[src/rtl/execute_stage_pkg.sv]
// Shared encodings for the RV32IM execute stage: op classes, func3 codes, divider states.
package execute_stage_pkg;

    localparam logic [2:0] OpAlu    = 3'd0;
    localparam logic [2:0] OpBranch = 3'd1;
    localparam logic [2:0] OpJal    = 3'd2;
    localparam logic [2:0] OpJalr   = 3'd3;
    localparam logic [2:0] OpLui    = 3'd4;
    localparam logic [2:0] OpAuipc  = 3'd5;
    localparam logic [2:0] OpMulDiv = 3'd6;

    localparam logic [2:0] F3Beq  = 3'b000;
    localparam logic [2:0] F3Bne  = 3'b001;
    localparam logic [2:0] F3Blt  = 3'b100;
    localparam logic [2:0] F3Bge  = 3'b101;
    localparam logic [2:0] F3Bltu = 3'b110;
    localparam logic [2:0] F3Bgeu = 3'b111;

    localparam logic [2:0] F3Lb  = 3'b000;
    localparam logic [2:0] F3Lh  = 3'b001;
    localparam logic [2:0] F3Lw  = 3'b010;
    localparam logic [2:0] F3Lbu = 3'b100;
    localparam logic [2:0] F3Lhu = 3'b101;

    localparam logic [2:0] F3Mul    = 3'b000;
    localparam logic [2:0] F3Mulh   = 3'b001;
    localparam logic [2:0] F3Mulhsu = 3'b010;
    localparam logic [2:0] F3Mulhu  = 3'b011;
    localparam logic [2:0] F3Div    = 3'b100;
    localparam logic [2:0] F3Divu   = 3'b101;
    localparam logic [2:0] F3Rem    = 3'b110;
    localparam logic [2:0] F3Remu   = 3'b111;

    localparam logic [1:0] DivIdle = 2'd0;
    localparam logic [1:0] DivRun  = 2'd1;
    localparam logic [1:0] DivDone = 2'd2;

    function automatic logic is_div_op(input logic [2:0] op_type, input logic [2:0] func3);
        return (op_type == OpMulDiv) &&
               (func3 == F3Div || func3 == F3Divu || func3 == F3Rem || func3 == F3Remu);
    endfunction

endpackage

[src/rtl/execute_stage_if.sv]
// ID/EX inputs and EX/MEM outputs of the execute stage; master = pipeline side, slave = EX.
interface execute_stage_if #(
    parameter int unsigned XLEN = 32
);
    logic            i_Valid;
    logic [2:0]      i_OpType;
    logic [2:0]      i_Func3;
    logic            i_Func7b5;
    logic            i_AluSrc;
    logic [XLEN-1:0] i_Rs1Data;
    logic [XLEN-1:0] i_Rs2Data;
    logic [XLEN-1:0] i_Imm;
    logic [XLEN-1:0] i_Pc;
    logic            i_Load;
    logic            i_MemSrc;
    logic            i_RegSrc;
    logic [1:0]      i_ResultSrc;
    logic [4:0]      i_Rd;
    logic            i_Stall;
    logic            i_Flush;

    logic            o_Busy;
    logic            o_BranchTaken;
    logic [XLEN-1:0] o_BranchTarget;
    logic [XLEN-1:0] o_ResultM;
    logic [XLEN-1:0] o_DataStoreM;
    logic [XLEN-1:0] o_PcM;
    logic [2:0]      o_Func3M;
    logic            o_LoadM;
    logic            o_MemSrcM;
    logic            o_RegSrcM;
    logic [1:0]      o_ResultSrcM;
    logic [4:0]      o_RdM;

    modport master (
        output i_Valid, i_OpType, i_Func3, i_Func7b5, i_AluSrc, i_Rs1Data, i_Rs2Data, i_Imm,
               i_Pc, i_Load, i_MemSrc, i_RegSrc, i_ResultSrc, i_Rd, i_Stall, i_Flush,
        input  o_Busy, o_BranchTaken, o_BranchTarget, o_ResultM, o_DataStoreM, o_PcM,
               o_Func3M, o_LoadM, o_MemSrcM, o_RegSrcM, o_ResultSrcM, o_RdM
    );

    modport slave (
        input  i_Valid, i_OpType, i_Func3, i_Func7b5, i_AluSrc, i_Rs1Data, i_Rs2Data, i_Imm,
               i_Pc, i_Load, i_MemSrc, i_RegSrc, i_ResultSrc, i_Rd, i_Stall, i_Flush,
        output o_Busy, o_BranchTaken, o_BranchTarget, o_ResultM, o_DataStoreM, o_PcM,
               o_Func3M, o_LoadM, o_MemSrcM, o_RegSrcM, o_ResultSrcM, o_RdM
    );

endinterface

[src/rtl/div_unit.sv]
// Restoring serial divider for DIV/DIVU/REM/REMU with special-case bypass and sign fix-up.
module div_unit
    import execute_stage_pkg::*;
#(
    parameter int unsigned XLEN       = 32,
    parameter int unsigned DIV_CYCLES = 32
) (
    input  logic            clk,
    input  logic            rst_n,
    input  logic            req,
    input  logic            flush,
    input  logic            stall,
    input  logic [2:0]      func3,
    input  logic [XLEN-1:0] dividend,
    input  logic [XLEN-1:0] divisor,
    output logic            busy,
    output logic [XLEN-1:0] result
);
    localparam int unsigned CntW = $clog2(DIV_CYCLES);
    localparam logic [XLEN-1:0] MinNeg = {1'b1, {(XLEN-1){1'b0}}};

    logic [1:0]      state_q, state_d;
    logic [CntW-1:0] cnt_q, cnt_d;
    logic [XLEN-1:0] quo_q, quo_d, rem_q, rem_d, dvs_q, dvs_d;
    logic            quo_neg_q, quo_neg_d, rem_neg_q, rem_neg_d, is_rem_q, is_rem_d;
    logic            is_signed;
    logic [XLEN:0]   shifted, diff;

    assign is_signed = !(func3 == F3Divu || func3 == F3Remu);
    assign shifted   = {rem_q, quo_q[XLEN-1]};
    assign diff      = shifted - {1'b0, dvs_q};

    always_comb begin
        state_d   = state_q;
        cnt_d     = cnt_q;
        quo_d     = quo_q;
        rem_d     = rem_q;
        dvs_d     = dvs_q;
        quo_neg_d = quo_neg_q;
        rem_neg_d = rem_neg_q;
        is_rem_d  = is_rem_q;
        case (state_q)
            DivIdle: begin
                if (req && !flush) begin
                    is_rem_d  = (func3 == F3Rem || func3 == F3Remu);
                    quo_neg_d = 1'b0;
                    rem_neg_d = 1'b0;
                    if (divisor == '0) begin
                        quo_d   = '1;
                        rem_d   = dividend;
                        state_d = DivDone;
                    end else if (is_signed && dividend == MinNeg && divisor == '1) begin
                        quo_d   = MinNeg;
                        rem_d   = '0;
                        state_d = DivDone;
                    end else begin
                        quo_d     = (is_signed && dividend[XLEN-1]) ? -dividend : dividend;
                        dvs_d     = (is_signed && divisor[XLEN-1]) ? -divisor : divisor;
                        rem_d     = '0;
                        quo_neg_d = is_signed && (dividend[XLEN-1] ^ divisor[XLEN-1]);
                        rem_neg_d = is_signed && dividend[XLEN-1];
                        cnt_d     = '0;
                        state_d   = DivRun;
                    end
                end
            end
            DivRun: begin
                if (flush) begin
                    state_d = DivIdle;
                end else begin
                    // No borrow means the shifted partial remainder covers the divisor.
                    if (!diff[XLEN]) begin
                        rem_d = diff[XLEN-1:0];
                        quo_d = {quo_q[XLEN-2:0], 1'b1};
                    end else begin
                        rem_d = shifted[XLEN-1:0];
                        quo_d = {quo_q[XLEN-2:0], 1'b0};
                    end
                    cnt_d = cnt_q + 1'b1;
                    if (cnt_q == CntW'(DIV_CYCLES - 1)) begin
                        state_d = DivDone;
                    end
                end
            end
            DivDone: begin
                if (flush || !stall) begin
                    state_d = DivIdle;
                end
            end
            default: state_d = DivIdle;
        endcase
    end

    always_ff @(posedge clk or negedge rst_n) begin
        if (!rst_n) begin
            state_q   <= DivIdle;
            cnt_q     <= '0;
            quo_q     <= '0;
            rem_q     <= '0;
            dvs_q     <= '0;
            quo_neg_q <= 1'b0;
            rem_neg_q <= 1'b0;
            is_rem_q  <= 1'b0;
        end else begin
            state_q   <= state_d;
            cnt_q     <= cnt_d;
            quo_q     <= quo_d;
            rem_q     <= rem_d;
            dvs_q     <= dvs_d;
            quo_neg_q <= quo_neg_d;
            rem_neg_q <= rem_neg_d;
            is_rem_q  <= is_rem_d;
        end
    end

    assign busy   = rst_n && ((state_q == DivIdle && req) || state_q == DivRun);
    assign result = is_rem_q ? (rem_neg_q ? -rem_q : rem_q) : (quo_neg_q ? -quo_q : quo_q);

endmodule

[src/rtl/execute_stage.sv]
// RV32IM execute stage: inline ALU, multiplier and branch unit, serial divider, EX/MEM register.
module execute_stage
    import execute_stage_pkg::*;
#(
    parameter int unsigned XLEN       = 32,
    parameter int unsigned DIV_CYCLES = 32
) (
    input logic            clk,
    input logic            rst_n,
    execute_stage_if.slave bus
);
    logic [XLEN-1:0]   rs1, rs2, op_b, alu_result, mul_result, div_result, ex_result;
    logic [XLEN-1:0]   pc_imm, jalr_sum;
    logic signed [XLEN:0] mul_a, mul_b;
    logic [2*XLEN-1:0] mul_prod;
    logic              is_div, div_req, busy, cond_true, jump;

    assign rs1  = bus.i_Rs1Data;
    assign rs2  = bus.i_Rs2Data;
    assign op_b = bus.i_AluSrc ? bus.i_Imm : rs2;

    always_comb begin
        alu_result = '0;
        if (bus.i_Load || bus.i_MemSrc) begin
            alu_result = rs1 + op_b;
        end else begin
            unique case (bus.i_Func3)
                3'b000: alu_result = (bus.i_Func7b5 && !bus.i_AluSrc) ? rs1 - op_b : rs1 + op_b;
                3'b001: alu_result = rs1 << op_b[4:0];
                3'b010: alu_result = {{(XLEN-1){1'b0}}, $signed(rs1) < $signed(op_b)};
                3'b011: alu_result = {{(XLEN-1){1'b0}}, rs1 < op_b};
                3'b100: alu_result = rs1 ^ op_b;
                3'b101: alu_result = bus.i_Func7b5 ? $unsigned($signed(rs1) >>> op_b[4:0])
                                                   : rs1 >> op_b[4:0];
                3'b110: alu_result = rs1 | op_b;
                3'b111: alu_result = rs1 & op_b;
            endcase
        end
    end

    // A 33-bit signed operand per side covers all four signedness combinations.
    assign mul_a      = {(bus.i_Func3 == F3Mulh || bus.i_Func3 == F3Mulhsu) && rs1[XLEN-1], rs1};
    assign mul_b      = {(bus.i_Func3 == F3Mulh) && rs2[XLEN-1], rs2};
    assign mul_prod   = (2*XLEN)'(mul_a * mul_b);
    assign mul_result = (bus.i_Func3 == F3Mul) ? mul_prod[XLEN-1:0] : mul_prod[2*XLEN-1:XLEN];

    always_comb begin
        cond_true = 1'b0;
        unique case (bus.i_Func3)
            F3Beq:   cond_true = (rs1 == rs2);
            F3Bne:   cond_true = (rs1 != rs2);
            F3Blt:   cond_true = ($signed(rs1) < $signed(rs2));
            F3Bge:   cond_true = ($signed(rs1) >= $signed(rs2));
            F3Bltu:  cond_true = (rs1 < rs2);
            F3Bgeu:  cond_true = (rs1 >= rs2);
            default: cond_true = 1'b0;
        endcase
    end

    assign pc_imm   = bus.i_Pc + bus.i_Imm;
    assign jalr_sum = rs1 + bus.i_Imm;
    assign jump     = (bus.i_OpType == OpJal) || (bus.i_OpType == OpJalr);

    assign bus.o_BranchTaken  = rst_n && bus.i_Valid && !bus.i_Flush && !busy &&
                                ((bus.i_OpType == OpBranch && cond_true) || jump);
    assign bus.o_BranchTarget = (bus.i_OpType == OpJalr) ? {jalr_sum[XLEN-1:1], 1'b0} : pc_imm;

    assign is_div  = is_div_op(bus.i_OpType, bus.i_Func3);
    assign div_req = bus.i_Valid && is_div;

    div_unit #(
        .XLEN       (XLEN),
        .DIV_CYCLES (DIV_CYCLES)
    ) u_div (
        .clk      (clk),
        .rst_n    (rst_n),
        .req      (div_req),
        .flush    (bus.i_Flush),
        .stall    (bus.i_Stall),
        .func3    (bus.i_Func3),
        .dividend (rs1),
        .divisor  (rs2),
        .busy     (busy),
        .result   (div_result)
    );

    assign bus.o_Busy = busy;

    always_comb begin
        unique case (bus.i_OpType)
            OpJal, OpJalr: ex_result = bus.i_Pc + 32'd4;
            OpLui:         ex_result = bus.i_Imm;
            OpAuipc:       ex_result = pc_imm;
            OpMulDiv:      ex_result = is_div ? div_result : mul_result;
            default:       ex_result = alu_result;
        endcase
    end

    always_ff @(posedge clk or negedge rst_n) begin
        if (!rst_n) begin
            bus.o_ResultM    <= '0;
            bus.o_DataStoreM <= '0;
            bus.o_PcM        <= '0;
            bus.o_Func3M     <= '0;
            bus.o_LoadM      <= 1'b0;
            bus.o_MemSrcM    <= 1'b0;
            bus.o_RegSrcM    <= 1'b0;
            bus.o_ResultSrcM <= '0;
            bus.o_RdM        <= '0;
        end else if (bus.i_Stall) begin
            // Hold every field.
        end else if (bus.i_Flush || busy || !bus.i_Valid) begin
            bus.o_ResultM    <= '0;
            bus.o_DataStoreM <= '0;
            bus.o_PcM        <= '0;
            bus.o_Func3M     <= '0;
            bus.o_LoadM      <= 1'b0;
            bus.o_MemSrcM    <= 1'b0;
            bus.o_RegSrcM    <= 1'b0;
            bus.o_ResultSrcM <= '0;
            bus.o_RdM        <= '0;
        end else begin
            bus.o_ResultM    <= ex_result;
            bus.o_DataStoreM <= rs2;
            bus.o_PcM        <= bus.i_Pc;
            bus.o_Func3M     <= bus.i_Func3;
            bus.o_LoadM      <= bus.i_Load;
            bus.o_MemSrcM    <= bus.i_MemSrc;
            bus.o_RegSrcM    <= bus.i_RegSrc;
            bus.o_ResultSrcM <= bus.i_ResultSrc;
            bus.o_RdM        <= bus.i_Rd;
        end
    end

endmodule

[src/flat_wrapper.sv]
// flat-port wrapper written by rule: the top's interface ports become plain ports
module execute_stage_flat import execute_stage_pkg::*;
#(
    parameter int unsigned XLEN       = 32,
    parameter int unsigned DIV_CYCLES = 32
)
  (clk, rst_n, bus_i_Valid, bus_i_OpType, bus_i_Func3, bus_i_Func7b5, bus_i_AluSrc, bus_i_Rs1Data, bus_i_Rs2Data, bus_i_Imm, bus_i_Pc, bus_i_Load, bus_i_MemSrc, bus_i_RegSrc, bus_i_ResultSrc, bus_i_Rd, bus_i_Stall, bus_i_Flush, bus_o_Busy, bus_o_BranchTaken, bus_o_BranchTarget, bus_o_ResultM, bus_o_DataStoreM, bus_o_PcM, bus_o_Func3M, bus_o_LoadM, bus_o_MemSrcM, bus_o_RegSrcM, bus_o_ResultSrcM, bus_o_RdM);
  execute_stage_if #(.XLEN(XLEN)) bus_i ();
  input logic clk;
  input logic rst_n;
  input wire logic [$bits(bus_i.i_Valid)-1:0] bus_i_Valid;
  input wire logic [$bits(bus_i.i_OpType)-1:0] bus_i_OpType;
  input wire logic [$bits(bus_i.i_Func3)-1:0] bus_i_Func3;
  input wire logic [$bits(bus_i.i_Func7b5)-1:0] bus_i_Func7b5;
  input wire logic [$bits(bus_i.i_AluSrc)-1:0] bus_i_AluSrc;
  input wire logic [$bits(bus_i.i_Rs1Data)-1:0] bus_i_Rs1Data;
  input wire logic [$bits(bus_i.i_Rs2Data)-1:0] bus_i_Rs2Data;
  input wire logic [$bits(bus_i.i_Imm)-1:0] bus_i_Imm;
  input wire logic [$bits(bus_i.i_Pc)-1:0] bus_i_Pc;
  input wire logic [$bits(bus_i.i_Load)-1:0] bus_i_Load;
  input wire logic [$bits(bus_i.i_MemSrc)-1:0] bus_i_MemSrc;
  input wire logic [$bits(bus_i.i_RegSrc)-1:0] bus_i_RegSrc;
  input wire logic [$bits(bus_i.i_ResultSrc)-1:0] bus_i_ResultSrc;
  input wire logic [$bits(bus_i.i_Rd)-1:0] bus_i_Rd;
  input wire logic [$bits(bus_i.i_Stall)-1:0] bus_i_Stall;
  input wire logic [$bits(bus_i.i_Flush)-1:0] bus_i_Flush;
  output wire logic [$bits(bus_i.o_Busy)-1:0] bus_o_Busy;
  output wire logic [$bits(bus_i.o_BranchTaken)-1:0] bus_o_BranchTaken;
  output wire logic [$bits(bus_i.o_BranchTarget)-1:0] bus_o_BranchTarget;
  output wire logic [$bits(bus_i.o_ResultM)-1:0] bus_o_ResultM;
  output wire logic [$bits(bus_i.o_DataStoreM)-1:0] bus_o_DataStoreM;
  output wire logic [$bits(bus_i.o_PcM)-1:0] bus_o_PcM;
  output wire logic [$bits(bus_i.o_Func3M)-1:0] bus_o_Func3M;
  output wire logic [$bits(bus_i.o_LoadM)-1:0] bus_o_LoadM;
  output wire logic [$bits(bus_i.o_MemSrcM)-1:0] bus_o_MemSrcM;
  output wire logic [$bits(bus_i.o_RegSrcM)-1:0] bus_o_RegSrcM;
  output wire logic [$bits(bus_i.o_ResultSrcM)-1:0] bus_o_ResultSrcM;
  output wire logic [$bits(bus_i.o_RdM)-1:0] bus_o_RdM;
  assign bus_i.i_Valid = bus_i_Valid;
  assign bus_i.i_OpType = bus_i_OpType;
  assign bus_i.i_Func3 = bus_i_Func3;
  assign bus_i.i_Func7b5 = bus_i_Func7b5;
  assign bus_i.i_AluSrc = bus_i_AluSrc;
  assign bus_i.i_Rs1Data = bus_i_Rs1Data;
  assign bus_i.i_Rs2Data = bus_i_Rs2Data;
  assign bus_i.i_Imm = bus_i_Imm;
  assign bus_i.i_Pc = bus_i_Pc;
  assign bus_i.i_Load = bus_i_Load;
  assign bus_i.i_MemSrc = bus_i_MemSrc;
  assign bus_i.i_RegSrc = bus_i_RegSrc;
  assign bus_i.i_ResultSrc = bus_i_ResultSrc;
  assign bus_i.i_Rd = bus_i_Rd;
  assign bus_i.i_Stall = bus_i_Stall;
  assign bus_i.i_Flush = bus_i_Flush;
  assign bus_o_Busy = bus_i.o_Busy;
  assign bus_o_BranchTaken = bus_i.o_BranchTaken;
  assign bus_o_BranchTarget = bus_i.o_BranchTarget;
  assign bus_o_ResultM = bus_i.o_ResultM;
  assign bus_o_DataStoreM = bus_i.o_DataStoreM;
  assign bus_o_PcM = bus_i.o_PcM;
  assign bus_o_Func3M = bus_i.o_Func3M;
  assign bus_o_LoadM = bus_i.o_LoadM;
  assign bus_o_MemSrcM = bus_i.o_MemSrcM;
  assign bus_o_RegSrcM = bus_i.o_RegSrcM;
  assign bus_o_ResultSrcM = bus_i.o_ResultSrcM;
  assign bus_o_RdM = bus_i.o_RdM;
  execute_stage #(.XLEN(XLEN), .DIV_CYCLES(DIV_CYCLES)) u_core (.clk(clk), .rst_n(rst_n), .bus(bus_i));
endmodule
[config.mk]
export PLATFORM = sky130hd
export DESIGN_NAME = execute_stage_flat
export DESIGN_NICKNAME = d
export VERILOG_FILES = /design/src/rtl/execute_stage_pkg.sv /design/src/rtl/execute_stage_if.sv /design/src/rtl/div_unit.sv /design/src/rtl/execute_stage.sv /design/src/flat_wrapper.sv
export SDC_FILE = /design/constraint.sdc
export NUM_CORES = 2
export LEC_CHECK = 0
export BUFFER_PORTS_ARGS = -buffer_cell sky130_fd_sc_hd__clkbuf_2
export CORE_MARGIN = 10
export CORE_UTILIZATION = 35
export DETAILED_ROUTE_END_ITERATION = 10
export GPL_ROUTABILITY_DRIVEN = 0
export PLACE_DENSITY_LB_ADDON = 0.05
export SLEW_MARGIN = 5
export SYNTH_ARGS = -nofsm -noshare
export SYNTH_HDL_FRONTEND = slang
export SYNTH_SLANG_ARGS = --single-unit
[constraint.sdc]
create_clock -name clk -period 4.7 [get_ports clk]
set_input_delay 0.705 -clock clk [delete_from_list [all_inputs] [get_ports clk]]
set_output_delay 0.705 -clock clk [all_outputs]
set_load 0.02 [all_outputs]
Word level (Yosys, flattened, before mapping)
Cells that the tools add are included.
- flip-flop bits (word level): 215
- output and inout bits: 143
- logic and storage cells: 168
- add/subtract/negate cells: 11
- $mul: 1
- magnitude comparators: 6
- equal/unequal tests: 26
- shift operators: 3
- multiplexer cells: 51
- bitwise gates (word level): 6
- reductions and logical operators: 47
- operator list (operator ; count):
    $mux W32 ; 23
    $pmux W32 S8 ; 1
    $lt A32 B32 Y1 ; 4
    $neg A32 Y32 ; 4
    $pmux W32 S2 ; 2
    $pmux W32 S4 ; 1
    $add A32 B32 Y32 ; 3
    $eq A32 B32 Y1 const B ; 2
    $ge A32 B32 Y1 ; 2
    $mul A33 B33 Y64 ; 1
    $sub A33 B32 Y33 ; 1
    $add A32 B3 Y32 const B ; 1
    $and A32 B32 Y32 ; 1
    $eq A32 B32 Y1 ; 1
    $logic_not A32 Y1 ; 1
    $ne A32 B32 Y1 ; 1
    $or A32 B32 Y32 ; 1
    $shl A32 B5 Y32 ; 1
    $shr A32 B5 Y32 ; 1
    $sshr A32 B5 Y32 ; 1
    $sub A32 B32 Y32 ; 1
    $xor A32 B32 Y32 ; 1
    $mux W5 ; 5
    $eq A3 B3 Y1 const B ; 7
    27 further kinds ; 84

Logic depth before layout (Yosys ltp)
- depth after elaboration: 12
- gate-level depth with buffers: 34
- depth with buffers taken out: 30

By module
From an unflattened synthesis, not the netlist that was laid out.
- cell total of the unflattened synthesis: 8410
- area, all modules: 67432.2 µm²
- modules (own cells, without submodules) (module ; times used ; cells each ; area each (µm²)):
    execute_stage ; 1 ; 7090 ; 57513.9
    div_unit ; 1 ; 1320 ; 9918.3

Worst setup path after synthesis
OpenSTA, ideal clock, no wires.
- path kind: input-to-reg
- from: in bus_i_Func3[2]
- to: reg u_core.bus.o_ResultM[29]
- setup time: 82 ps
- arrival: 9351 ps
- setup slack: -4733 ps
- cell stages on the path: 32
- cell sequence: clkbuf_1 > clkbuf_1 > clkbuf_1 > clkbuf_1 > buf_1 > nor4_1 > fa_1 > inv_1 > fa_1 > inv_1 > fa_1 > inv_1 > fa_1 > inv_1 > fa_1 > fa_1 > fa_1 > inv_1 > fa_1 > inv_1 > ha_1 > a21o_1 > a21oi_1 > nor2b_1 > o21ai_0 > nand2b_1 > a21o_1 > a21oi_1 > mux2i_1 > o221ai_1 > o31a_1 > a22oi_2
- longest elaborated chain between the ends: 12
- elaborated cells between the ends (all ways): 28
- ends and longest elaborated chain (element ; line ; text):
    start: declaration ; flat_wrapper.sv:13 ; input wire logic [$bits(bus_i.i_Func3)-1:0] bus_i_Func3;
    branches (longest 11 deep; another with $mul A33 B33 Y64) ; -- ;
    $mux W32 * ; execute_stage.sv:112 ; end else if (bus.i_Flush || busy || !bus.i_Valid) begin
    end signal: assignment ; execute_stage.sv:123 ; bus.o_ResultM <= ex_result;
    end: declaration ; execute_stage_if.sv:45 ; output o_Busy, o_BranchTaken, o_BranchTarget, o_ResultM, o_DataStoreM, o_PcM,
Mark *: on every way between the ends.
A chain may end at the register's enable or synchronous reset.

Worst setup path after layout
- from: in bus_i_Func3[1]
- to: reg u_core.bus.o_ResultM[29]
Same word-level chain as after synthesis.

==> results.yml <==
run_status:
  status: "finished with violations"
  violations: "max-capacitance violations, max-slew violations, negative setup slack"
timing:
  hold_viol: 0
  final_max_slew_viol_count: 1
  fmax_mhz: 128
  worst_pin_slew_ns: 1.50
  setup-violations-final: 39
  setup_ws_ns: -3.09
  finClkSkew_ns: 0.0405
  rsz0062_at_grt: "true"
  finalCritPeriodShare: 1.66
  post-route-min-period_ns: 7.79
  slew_headroom: -0.000166
yosys:
  yosys_warnings: 0
  synthesis.nets: 10200
  synth_edf_count: 0
  synth_area_per_cell_sq_um: 8.00
  synth_commonest_cells: "1397 x inv_1, 1315 x nand2_1, 1130 x fa_1"
  synth.distinct_cells: 90
  synthFlopType: "dfrtp_1"
  synth.area.top_cells: "fa_1 33%, ha_1 9.3%, dfrtp_1 8.0%, inv_1 7.8%, nand2_1 7.3%"
  synth_top_area_frac: 0.335
  synth_cells: 8442
  yosys.area.top_type: "fa_1"
  syn_area_sq_um: 67500
  ys_ff_latch: 215
  yosysMostFrequentCell: "inv_1"
  async_flop_share: 1.00
  yosysSeqAreaShare: 0.0797
final_layout:
  nets: 11400
  fillers: 19500
  fin_area_sq_um: 85200
  drive_above_1_share: 0.212
  syn2layout_area_growth_pct: 26.2
route:
  wire_per_inst_um: 29.1
  via_per_inst: 5.56
  drc: 0
  drt-total-wl_um: 353000
  ant_nets: 0
  vias: 67500
  drtIter0Drc: 7270
  drt_pass1_iterations: 9
worst_hold_path:
  holdCritStartpoint: "bus_i_ResultSrc[0]"
  whs_endpoint: "u_core.bus.o_ResultSrcM[0]$_DFFE_PN0N_"
  hold_class: "input port to flip-flop"
  whs_path_depth: 3
clock_network:
  clk_latency_ns: 0.66
  cts-htree-levels: 1
  numCtsBuffers: 28
  clkSlewWorstSetupHoldPaths_ns: 0.07
  cts_tree: "built"
  cts.sinks: 215
  cts.path.max_buffers: 3
  cts-root-buf: "clkbuf_16"
worst_setup_path:
  slowest_delay_ns: 0.56
  cp-end-kind: "flip-flop"
  worstPathArrival_ns: 8.36
  path_class: "input port to flip-flop"
  crit_fanout: 9
  r2r-start: "u_core.u_div.rem_q[8]$_DFFE_PN0P_"
  r2r_slack_ns: 0.34
  cp_common_cell: "fa_1"
  critical_path_required_ns: 5.27
  reg2reg_depth: 12
  cp_slowest_cell: "fa_2"
  r2r_end: "u_core.bus.o_ResultM[30]$_DFFE_PN0N_"
  critical_path.startpoint_type: "input port"
die:
  dieArea_sq_um: 211000
  dieWidth_um: 459
  fp-row-count: 161
  die_h_um: 459
  start_util: 0.351
  ios: 294
  core_area_sq_um: 192000
global_route:
  grt_overflow: 0
  grt_pass1_vias: 67900
  grt_pass1_wl_um: 499000
  grt_max_degree: 170
  track_usage: 0.324
  antenna_found_initial: 27
run:
  max_cap_violations: 1
place:
  place_area_sq_um: 81600
  dpl.hpwl_um: 289000
  io_buffers: 293
## logic make-up after synthesis
kind of cell	count (synthesis)	share of synthesized area
AOI/OAI and AO/OA	1652	0.156
xor gates and xnor gates	342	0.0444
adders and majority gates	1634	0.428
buffers and inverters	1933	0.108
DFF	215	0.0797
muxes	168	0.0278
and+or+nand+nor	2498	0.156
## cell type report
type	count	area, sq um	share of cell area
clock buffer	40	796	0.00934
sequential	215	5380	0.0632
tap	2526	3160	0.0371
inverter	1417	5400	0.0634
antenna	11	27.5	0.000323
timing repair buffer	1615	13600	0.160
multi-input combinational	6294	56600	0.665
clock inverter	10	163	0.00191
## flip-flops by register name, indices dropped and copies added, names as in the netlist
signal	cells
u_core.u_div.quo_q	32
u_core.bus.o_LoadM	1
u_core.bus.o_DataStoreM	32
u_core.bus.o_ResultM	32
u_core.bus.o_RdM	5
u_core.u_div.dvs_q	32
u_core.u_div.rem_neg_q	1
u_core.u_div.cnt_q	5
u_core.u_div.is_rem_q	1
u_core.bus.o_PcM	32
u_core.bus.o_MemSrcM	1
u_core.u_div.rem_q	32
u_core.bus.o_RegSrcM	1
u_core.bus.o_ResultSrcM	2
u_core.u_div.state_q	2
u_core.u_div.quo_neg_q	1
u_core.bus.o_Func3M	3
## layout by cell type (no fill, tap or decap), types with 20 or more instances in the layout
cell type / synthesis / final
fa_2: 0 / 49
nand4_1: 57 / 57
nand2b_1: 43 / 42
dfrtp_1: 215 / 214
nand2_1: 1315 / 1300
a21oi_1: 387 / 347
a211oi_1: 56 / 50
fa_1: 1130 / 1081
a21oi_2: 0 / 29
ha_4: 0 / 29
nor4_1: 40 / 37
a31oi_1: 67 / 61
buf_12: 0 / 117
clkbuf_2: 0 / 252
a21o_1: 118 / 118
mux2i_1: 139 / 136
ha_1: 504 / 475
o21bai_1: 32 / 30
nor3_1: 89 / 84
nor2_2: 0 / 21
a221oi_1: 38 / 34
o211ai_1: 73 / 73
o21ai_0: 467 / 430
o221ai_1: 27 / 26
and3_1: 49 / 46
or3_1: 27 / 26
o31ai_1: 59 / 56
nor2b_1: 37 / 35
clkbuf_16: 0 / 36
o22ai_1: 38 / 36
buf_6: 0 / 56
nand3_1: 76 / 74
o21a_1: 81 / 80
o21ai_1: 5 / 20
inv_2: 7 / 27
xnor2_1: 238 / 226
xor2_1: 104 / 100
inv_1: 1397 / 1361
buf_4: 2 / 1131
nor2_1: 679 / 651
## routing by layer
metal / track usage / share of wire
met3: 0.0543 / 0.091
met5: 0 / 0.00019
met2: 0.489 / 0.42
met1: 0.445 / 0.42
met4: 0.172 / 0.066
## how the worst max path moves through the flow
stage | start | end | slack, ns | depth (start not counted)
finish | bus_i_Func3[1] | u_core.bus.o_ResultM[29]$_DFFE_PN0N_ | -3.09 | 36
floorplan | bus_i_Func3[0] | u_core.bus.o_ResultM[30]$_DFFE_PN0N_ | -3.61 | 29
detailed placement | bus_i_Func3[0] | u_core.bus.o_ResultM[28]$_DFFE_PN0N_ | -4.14 | 34
CTS | bus_i_Func3[1] | u_core.bus.o_ResultM[28]$_DFFE_PN0N_ | -3.04 | 32
global placement | bus_i_Func3[0] | u_core.bus.o_ResultM[28]$_DFFE_PN0N_ | -4.21 | 34
global route | bus_i_Rs1Data[31] | u_core.bus.o_ResultM[28]$_DFFE_PN0N_ | -3.33 | 31
## stage by stage
stage,cells,setup slack (ns),util,hold slack (ns),TNS (ns)
3_5_place_dp,12000,-4.14,0.425,0.473,-133.70
6_report,12100,-3.09,0.443,0.283,-92.96
5_1_grt,12100,-3.33,0.443,0.298,-101.05
4_1_cts,12100,-3.04,0.440,0.255,-91.68
2_1_floorplan,8442,-3.61,-,0.409,-98.79
3_3_place_gp,12000,-4.21,0.425,0.466,-133.22
## critical path, delay by kind of cell
kind / cells / cell delay (ns)
adder cells (fa/ha/maj): 9 / 4.18
AO/OA/AOI/OAI: 8 / 1.48
buffers and inverters: 13 / 1.13
AND/OR/NAND/NOR: 5 / 0.56
XOR/XNOR: 1 / 0.24
## repair_timing
item	in CTS	in global routing
hold endpoints to repair	5	0
pin swaps	94	54
setup endpoints to repair	50	41
hold buffers	1	0
gates cloned	6	3
buffers inserted	44	15
gates resized for setup	302	122
Power is not shown: default switching activity piles up to over one toggle a cycle in this logic, so the estimate is an artifact.
